==> config.mk <==
export PLATFORM = sky130hd
export DESIGN_NAME = ctrl_event_queue
export DESIGN_NICKNAME = d
export VERILOG_FILES = /design/src/rtl/ctrl_event_queue_pkg.sv /design/src/rtl/ctrl_event_queue_fifo.sv /design/src/rtl/ctrl_event_queue.sv
export SDC_FILE = /design/constraint.sdc
export NUM_CORES = 1
export LEC_CHECK = 0
export ABC_AREA = 1
export BUFFER_PORTS_ARGS = -buffer_cell sky130_fd_sc_hd__buf_2
export CAP_MARGIN = 20
export CORE_MARGIN = 4
export CORE_UTILIZATION = 53
export CTS_CLUSTER_DIAMETER = 100
export CTS_CLUSTER_SIZE = 20
export DETAILED_ROUTE_END_ITERATION = 16
export GPL_TIMING_DRIVEN = 0
export PLACE_DENSITY = 0.76
export SKIP_CTS_REPAIR_TIMING = 1
export SLEW_MARGIN = 25
export SYNTH_ARGS = -nofsm -noshare
export SYNTH_HDL_FRONTEND = slang
export SYNTH_HIERARCHICAL = 1
export SYNTH_SLANG_ARGS = --single-unit
==> constraint.sdc <==
create_clock -name clock -period 2.64 [get_ports clock]
set_input_delay 0.264 -clock clock [delete_from_list [all_inputs] [get_ports clock]]
set_output_delay 0.264 -clock clock [all_outputs]
set_load 0.01 [all_outputs]
==> src/rtl/ctrl_event_queue_pkg.sv <==
// Shared definitions for the control-event queue: opcodes, response word
// layout, controller state encoding and a helper that builds the event word.
package ctrl_event_queue_pkg;

    // Read opcodes carried in aq[4:3]; 2'b11 behaves like a poll.
    localparam logic [1:0] CEQ_POLL     = 2'b00;
    localparam logic [1:0] CEQ_WAIT     = 2'b01;
    localparam logic [1:0] CEQ_COUNT    = 2'b10;
    localparam logic [1:0] CEQ_POLL_ALT = 2'b11;

    // Response word bit positions.
    localparam int RESP_VALID = 31;
    localparam int RESP_OVF   = 30;

    typedef enum logic [1:0] {
        ST_IDLE  = 2'd0,
        ST_WAIT  = 2'd1,
        ST_RESP  = 2'd2,
        ST_WRITE = 2'd3
    } ceqState_t;

    // Event response: {valid, overflow, 22'b0, src[3:0], type[3:0]}.
    function automatic logic [31:0] eventWord(input logic ovf, input logic [7:0] entry);
        logic [31:0] w;
        w             = 32'b0;
        w[RESP_VALID] = 1'b1;
        w[RESP_OVF]   = ovf;
        w[7:0]        = entry;
        return w;
    endfunction

endpackage

==> src/rtl/ctrl_event_queue_fifo.sv <==
// DEPTH x 8 register FIFO with first-word-fall-through head, async reset and
// a synchronous flush that discards everything, including a same-cycle push.
module ceq_fifo #(
    parameter int DEPTH = 16,
    parameter int AW    = 4
) (
    input  logic          clock,
    input  logic          reset,
    input  logic          flush,
    input  logic          push,
    input  logic          pop,
    input  logic [7:0]    pushData,
    output logic [7:0]    headData,
    output logic [AW:0]   count,
    output logic          full,
    output logic          empty
);

    localparam logic [AW:0] FULL_COUNT = (AW+1)'(DEPTH);

    logic [7:0]    mem [DEPTH];
    logic [AW-1:0] rdPtr;
    logic [AW-1:0] wrPtr;
    logic          doPush;
    logic          doPop;

    assign empty    = (count == '0);
    assign full     = (count == FULL_COUNT);
    // A pop frees the head slot this cycle, so a push into a full FIFO is
    // accepted when it coincides with a pop.
    assign doPop    = pop & ~empty & ~flush;
    assign doPush   = push & (~full | doPop) & ~flush;
    assign headData = mem[rdPtr];

    // Pointer and occupancy bookkeeping; pointers wrap naturally at DEPTH.
    always_ff @(posedge clock or posedge reset) begin
        if (reset) begin
            rdPtr <= '0;
            wrPtr <= '0;
            count <= '0;
        end else if (flush) begin
            rdPtr <= '0;
            wrPtr <= '0;
            count <= '0;
        end else begin
            if (doPush) wrPtr <= wrPtr + AW'(1);
            if (doPop)  rdPtr <= rdPtr + AW'(1);
            case ({doPush, doPop})
                2'b10:   count <= count + (AW+1)'(1);
                2'b01:   count <= count - (AW+1)'(1);
                default: count <= count;
            endcase
        end
    end

    // Entry storage; contents are don't-care until written.
    always_ff @(posedge clock) begin
        if (doPush) mem[wrPtr] <= pushData;
    end

endmodule

==> src/rtl/ctrl_event_queue.sv <==
// Control-event queue: buffers {src,type} zero-length control messages and
// serves them to the CPU as an AQ/WQ/RQ local I/O device (poll, blocking
// wait, count query, type-mask write, flush).
//
// Bus handshake: selCtrl & aq/read/wq form a request that is only sampled in
// IDLE; the CPU holds the AQ entry stable until done. done is a single-cycle
// completion strobe: with wrq for reads (rqCtrl valid in that same cycle) and
// with rwq for writes (wq consumed in that cycle). ctrlValid is a one-cycle
// pulse with no back-pressure; it is accepted in every state.
module ctrl_event_queue
    import ctrl_event_queue_pkg::*;
#(
    parameter int DEPTH = 16,
    parameter int AW    = 4
) (
    input  logic          clock,
    input  logic          reset,
    input  logic [16:3]   aq,
    input  logic          read,
    input  logic [31:0]   wq,
    output logic          rwq,
    output logic [31:0]   rqCtrl,
    output logic          wrq,
    output logic          done,
    input  logic          selCtrl,
    input  logic          ctrlValid,
    input  logic [3:0]    ctrlType,
    input  logic [3:0]    ctrlSrc,
    output logic [1:0]    stateDbg
);

    ceqState_t   state;
    ceqState_t   nextState;
    logic [1:0]  op;
    logic [31:0] respReg;
    logic [31:0] respNext;
    logic        overflow;
    logic        overflowNext;
    logic [15:0] typeMask;
    logic        pushReq;
    logic        popReq;
    logic        flush;
    logic        newOverflow;
    logic [7:0]  headData;
    logic [AW:0] count;
    logic        full;
    logic        empty;
    logic        unusedBits;

    assign op          = aq[4:3];
    assign stateDbg    = state;
    assign pushReq     = ctrlValid & typeMask[ctrlType];
    assign flush       = (state == ST_WRITE) & aq[3];
    assign newOverflow = pushReq & full & ~popReq & ~flush;
    assign unusedBits  = ^{aq[16:5], wq[31:16]};

    ceq_fifo #(
        .DEPTH (DEPTH),
        .AW    (AW)
    ) u_fifo (
        .clock    (clock),
        .reset    (reset),
        .flush    (flush),
        .push     (pushReq),
        .pop      (popReq),
        .pushData ({ctrlSrc, ctrlType}),
        .headData (headData),
        .count    (count),
        .full     (full),
        .empty    (empty)
    );

    // Controller state register.
    always_ff @(posedge clock or posedge reset) begin
        if (reset) state <= ST_IDLE;
        else       state <= nextState;
    end

    // Next state, pop decision, response capture and bus strobes.
    always_comb begin
        nextState = state;
        popReq    = 1'b0;
        respNext  = respReg;
        rwq       = 1'b0;
        wrq       = 1'b0;
        done      = 1'b0;
        rqCtrl    = 32'b0;
        case (state)
            ST_IDLE: begin
                if (selCtrl) begin
                    if (read) begin
                        case (op)
                            CEQ_COUNT: begin
                                respNext  = {overflow, 31'(count)};
                                nextState = ST_RESP;
                            end
                            CEQ_WAIT: begin
                                if (!empty) begin
                                    popReq    = 1'b1;
                                    respNext  = eventWord(overflow, headData);
                                    nextState = ST_RESP;
                                end else begin
                                    nextState = ST_WAIT;
                                end
                            end
                            default: begin
                                nextState = ST_RESP;
                                if (!empty) begin
                                    popReq   = 1'b1;
                                    respNext = eventWord(overflow, headData);
                                end else begin
                                    respNext = 32'b0;
                                end
                            end
                        endcase
                    end else begin
                        nextState = ST_WRITE;
                    end
                end
            end
            ST_WAIT: begin
                if (!empty) begin
                    popReq    = 1'b1;
                    respNext  = eventWord(overflow, headData);
                    nextState = ST_RESP;
                end
            end
            ST_RESP: begin
                wrq       = 1'b1;
                done      = 1'b1;
                rqCtrl    = respReg;
                nextState = ST_IDLE;
            end
            ST_WRITE: begin
                rwq       = 1'b1;
                done      = 1'b1;
                nextState = ST_IDLE;
            end
            default: nextState = ST_IDLE;
        endcase
    end

    // Sticky overflow: flush clears, a fresh overflow beats the clear that
    // returning an event would otherwise cause.
    always_comb begin
        overflowNext = overflow;
        if (flush)            overflowNext = 1'b0;
        else if (newOverflow) overflowNext = 1'b1;
        else if (popReq)      overflowNext = 1'b0;
    end

    // Response, overflow and type-mask registers.
    always_ff @(posedge clock or posedge reset) begin
        if (reset) begin
            respReg  <= 32'b0;
            overflow <= 1'b0;
            typeMask <= 16'hFFFF;
        end else begin
            respReg  <= respNext;
            overflow <= overflowNext;
            if ((state == ST_WRITE) && !aq[3]) typeMask <= wq[15:0];
        end
    end

endmodule

==> impl_metrics.toml <==
[sta]
max_freq_mhz = 397
min_period_ns = 2.52
fin_worst_skew_ns = 0.0103
final_max_slew_viol_count = 0
slew-limit-headroom = 0.612
finalCritPeriodShare = 0.953
worst_slack_ns = 0.123
setup_viol_count_final = 0
worst_slew_pin_slew_ns = 0.582
timing.hold.ws_ns = 0.0596
hold_viol = 0
fin_setup_tns_ns = 0

[worst_setup_path]
worstPathArrival_ns = 2.83
startpoint = "stateDbg[1]$_DFFE_PP0P_"
worst_path_dominant_cell_family = "simple AND/OR/NAND/NOR gates"
required_ns = 2.96
path_max_fanout = 6
crit_slowest_cell = "dfrtp_2"
crit_buf_inv = 5
path_class = "reg -> reg"
r2r-start = "stateDbg[1]$_DFFE_PP0P_"
rrSetupSlack_ns = 0.12
crit_path_cell_trace = "inv_2 > nand3_4 > nand2_4 > nand2_4 > inv_6 > nand2_4 > clkinvlp_4 > nand4_1 > fa_2 > inv_1 > nand3_1 > nand2_1 > nand2_1 > nand2_1 > inv_1 > nand2_1 > nand2_1 > nand3_1 > nand2_1"
path_common_cell = "nand2_1"
critPathMaxStageDelay_ns = 0.44
endpoint_kind = "flop"
startpoint_type = "flop"

[power]
leakagePower_nw = 4.22
vdd_drop_max_v = 0.000492
powerDensity_nw_per_um2 = 998

[route]
wl_um = 19700
dr.pass1.iters = 6
postRouteAntennaNets = 0
via_per_inst = 5.37
top_layer_used = "met4"
wl_met3_um = 1290
vias = 6278
wl_met2_um = 9790
wire_per_inst_um = 16.8
wl_met1_um = 8150
drtIter0Drc = 594
route.detailed.drc = 0

[layout]
drive_gt1_frac = 0.232
fin_nets = 1010
antenna_cells = 0
final_common_cell = "nor2_1"
multi_input_area_um2 = 2660
finalInstanceArea_um2 = 10100
fillCellCount = 1253
final_cells = 1169
area_growth_syn_to_layout_pct = 16.9
final_cell_mix = "nor2_1, edfxtp_1, nand2_1"
final-seq-area_um2 = 5470

[yosys]
synth_edf_count = 128
netlist_area_um2 = 8600
ys_seq_area_frac = 0.635
ys_ff_latch = 192
yosysWarnings = 6
ys_types = 42
async_flop_share = 0.333
synth_cells = 841
synth_nets = 911
syn_area_per_cell_um2 = 10.2
ys.flop_type = "edfxtp_1"

[global_routing]
grt-ovfl-total = 0
grt_pass1_vias = 5923
antenna_found_initial = 0
grt_max_degree = 35
grt.total_usage = 0.219
grt_pass1_wl_um = 30600

[place]
placed_cells = 1125
hpwl_um = 13200
dp_slack_ns = -0.600
io_buffer_count = 67
dpl_cell_area_um2 = 9230
gp_congestion = 0.900

[clock_network]
cts_buffer_depth = 2
cts_made_buffers = 17
cts_max_level = 4
cts_tree = "done"
clkTransAtPathRegs_ns = 0.07
clock_latency_ns = 0.43
ctsRootBufferMaster = "clkbuf_16"
cts_num_sinks = 192

[floorplanning]
core_area_um2 = 15900
start_util = 0.542
die-area_um2 = 18300
die_h_um = 135
dieWidth_um = 135
pin_count = 96
rows = 46

[status]
status = "finished, final reports clean"

[flow_run]
drv_cap = 0

[min_path]
worstHoldStart = "wq[4]"
hold_class = "in -> reg"
-- power breakdown --
group | internal [mW] | leakage (nW) | switching (mW) | total (mW)
Sequential | 3.68 | 1.95 | 0.231 | 3.91
Combinational | 1.21 | 1.99 | 2.42 | 3.64
Clock | 1.37 | 0.287 | 1.12 | 2.49
Total | 6.26 | 4.22 | 3.78 | 10.0
-- synth_stat cells, types with 3 or more instances --
cell | n | share of area
inv_1 | 95 | 0.041
nand2_1 | 124 | 0.054
nor2_1 | 148 | 0.065
buf_2 | 17 | 0.0099
o21ai_0 | 58 | 0.034
o21ai_1 | 10 | 0.0058
nand4_1 | 13 | 0.0095
edfxtp_1 | 128 | 0.45
nor2_2 | 6 | 0.0044
nand3_1 | 56 | 0.033
buf_6 | 6 | 0.0079
dfrtp_1 | 48 | 0.14
ha_1 | 10 | 0.015
a21oi_1 | 32 | 0.019
o22ai_1 | 4 | 0.0029
o211ai_1 | 14 | 0.012
buf_4 | 3 | 0.0026
nor3_1 | 6 | 0.0035
nand2_4 | 11 | 0.014
inv_2 | 4 | 0.0017
clkbuf_1 | 7 | 0.0031
dfstp_2 | 16 | 0.049
-- worst reg2reg max path, cell delays in order, from the launching register on --
cell and delay (ns):
dfrtp_2 0.44, inv_2 0.10, nand3_4 0.08, nand2_4 0.11
nand2_4 0.10, inv_6 0.09, nand2_4 0.06, clkinvlp_4 0.14
nand4_1 0.20, fa_2 0.41, inv_1 0.06, nand3_1 0.08
nand2_1 0.10, nand2_1 0.06, nand2_1 0.08, inv_1 0.05
nand2_1 0.06, nand2_1 0.06, nand3_1 0.07, nand2_1 0.05
-- layer usage --
metal / track usage / vias to the layer above
met2: 0.358 / 233
met4: 0.0817 / 0
met1: 0.295 / 3006
met3: 0.0383 / 37
met5: 0 / -
li1: - / 3002
-- cell type report --
cell class                      instances  share of cell area
Clock buffer                           21              0.0490
Inverter                              102              0.0402
Clock inverter                         11             0.00921
Buffer                                 34              0.0209
Tap cell                              216              0.0269
Sequential cell                       192               0.544
Timing Repair Buffer                   80              0.0448
Multi-Input combinational cell        513               0.265
-- sequential cells by signal, summed over array words and instances, names as in the netlist --
signal and cells:
overflow 1, respReg 32, stateDbg 2, typeMask 16, u_fifo/count 5, u_fifo/mem 128
u_fifo/rdPtr 4, u_fifo/wrPtr 4
-- kinds of logic (layout without fill, tap and decap cells) --
group,count (synthesis),after routing,synth area share
AND/OR/NAND/NOR,372,372,0.192
flip-flops,192,192,0.635
buffers and inverters,136,248,0.0701
AO/OA/AOI/OAI,124,124,0.0794
adder cells (fa/ha/maj),11,11,0.0169
XOR/XNOR,4,4,0.00407
multiplexers,2,2,0.00262
-- per-stage QoR --
| step | power (mW) | utilization |
|---|---|---|
| after floorplan | 6.24 | - |
| after global placement | 7.19 | 0.580 |
| after detailed placement | 7.29 | 0.581 |
| after CTS | 9.79 | 0.618 |
| after global routing | 10.6 | 0.633 |
| final | 10.0 | 0.633 |
-- final timing paths --
kind                                               end  cells past startpoint
max in group asynchronous      respReg[27]$_DFFE_PP0P_                      4
min in group asynchronous      stateDbg[1]$_DFFE_PP0P_                      3
max reg2reg                u_fifo/count[4]$_DFFE_PP0P_                     19
max                        u_fifo/count[4]$_DFFE_PP0P_                     19
min reg2reg                   typeMask[13]$_DFFE_PP1P_                      2
min                            typeMask[4]$_DFFE_PP1P_                      3
(Power assumes the default switching activity.)
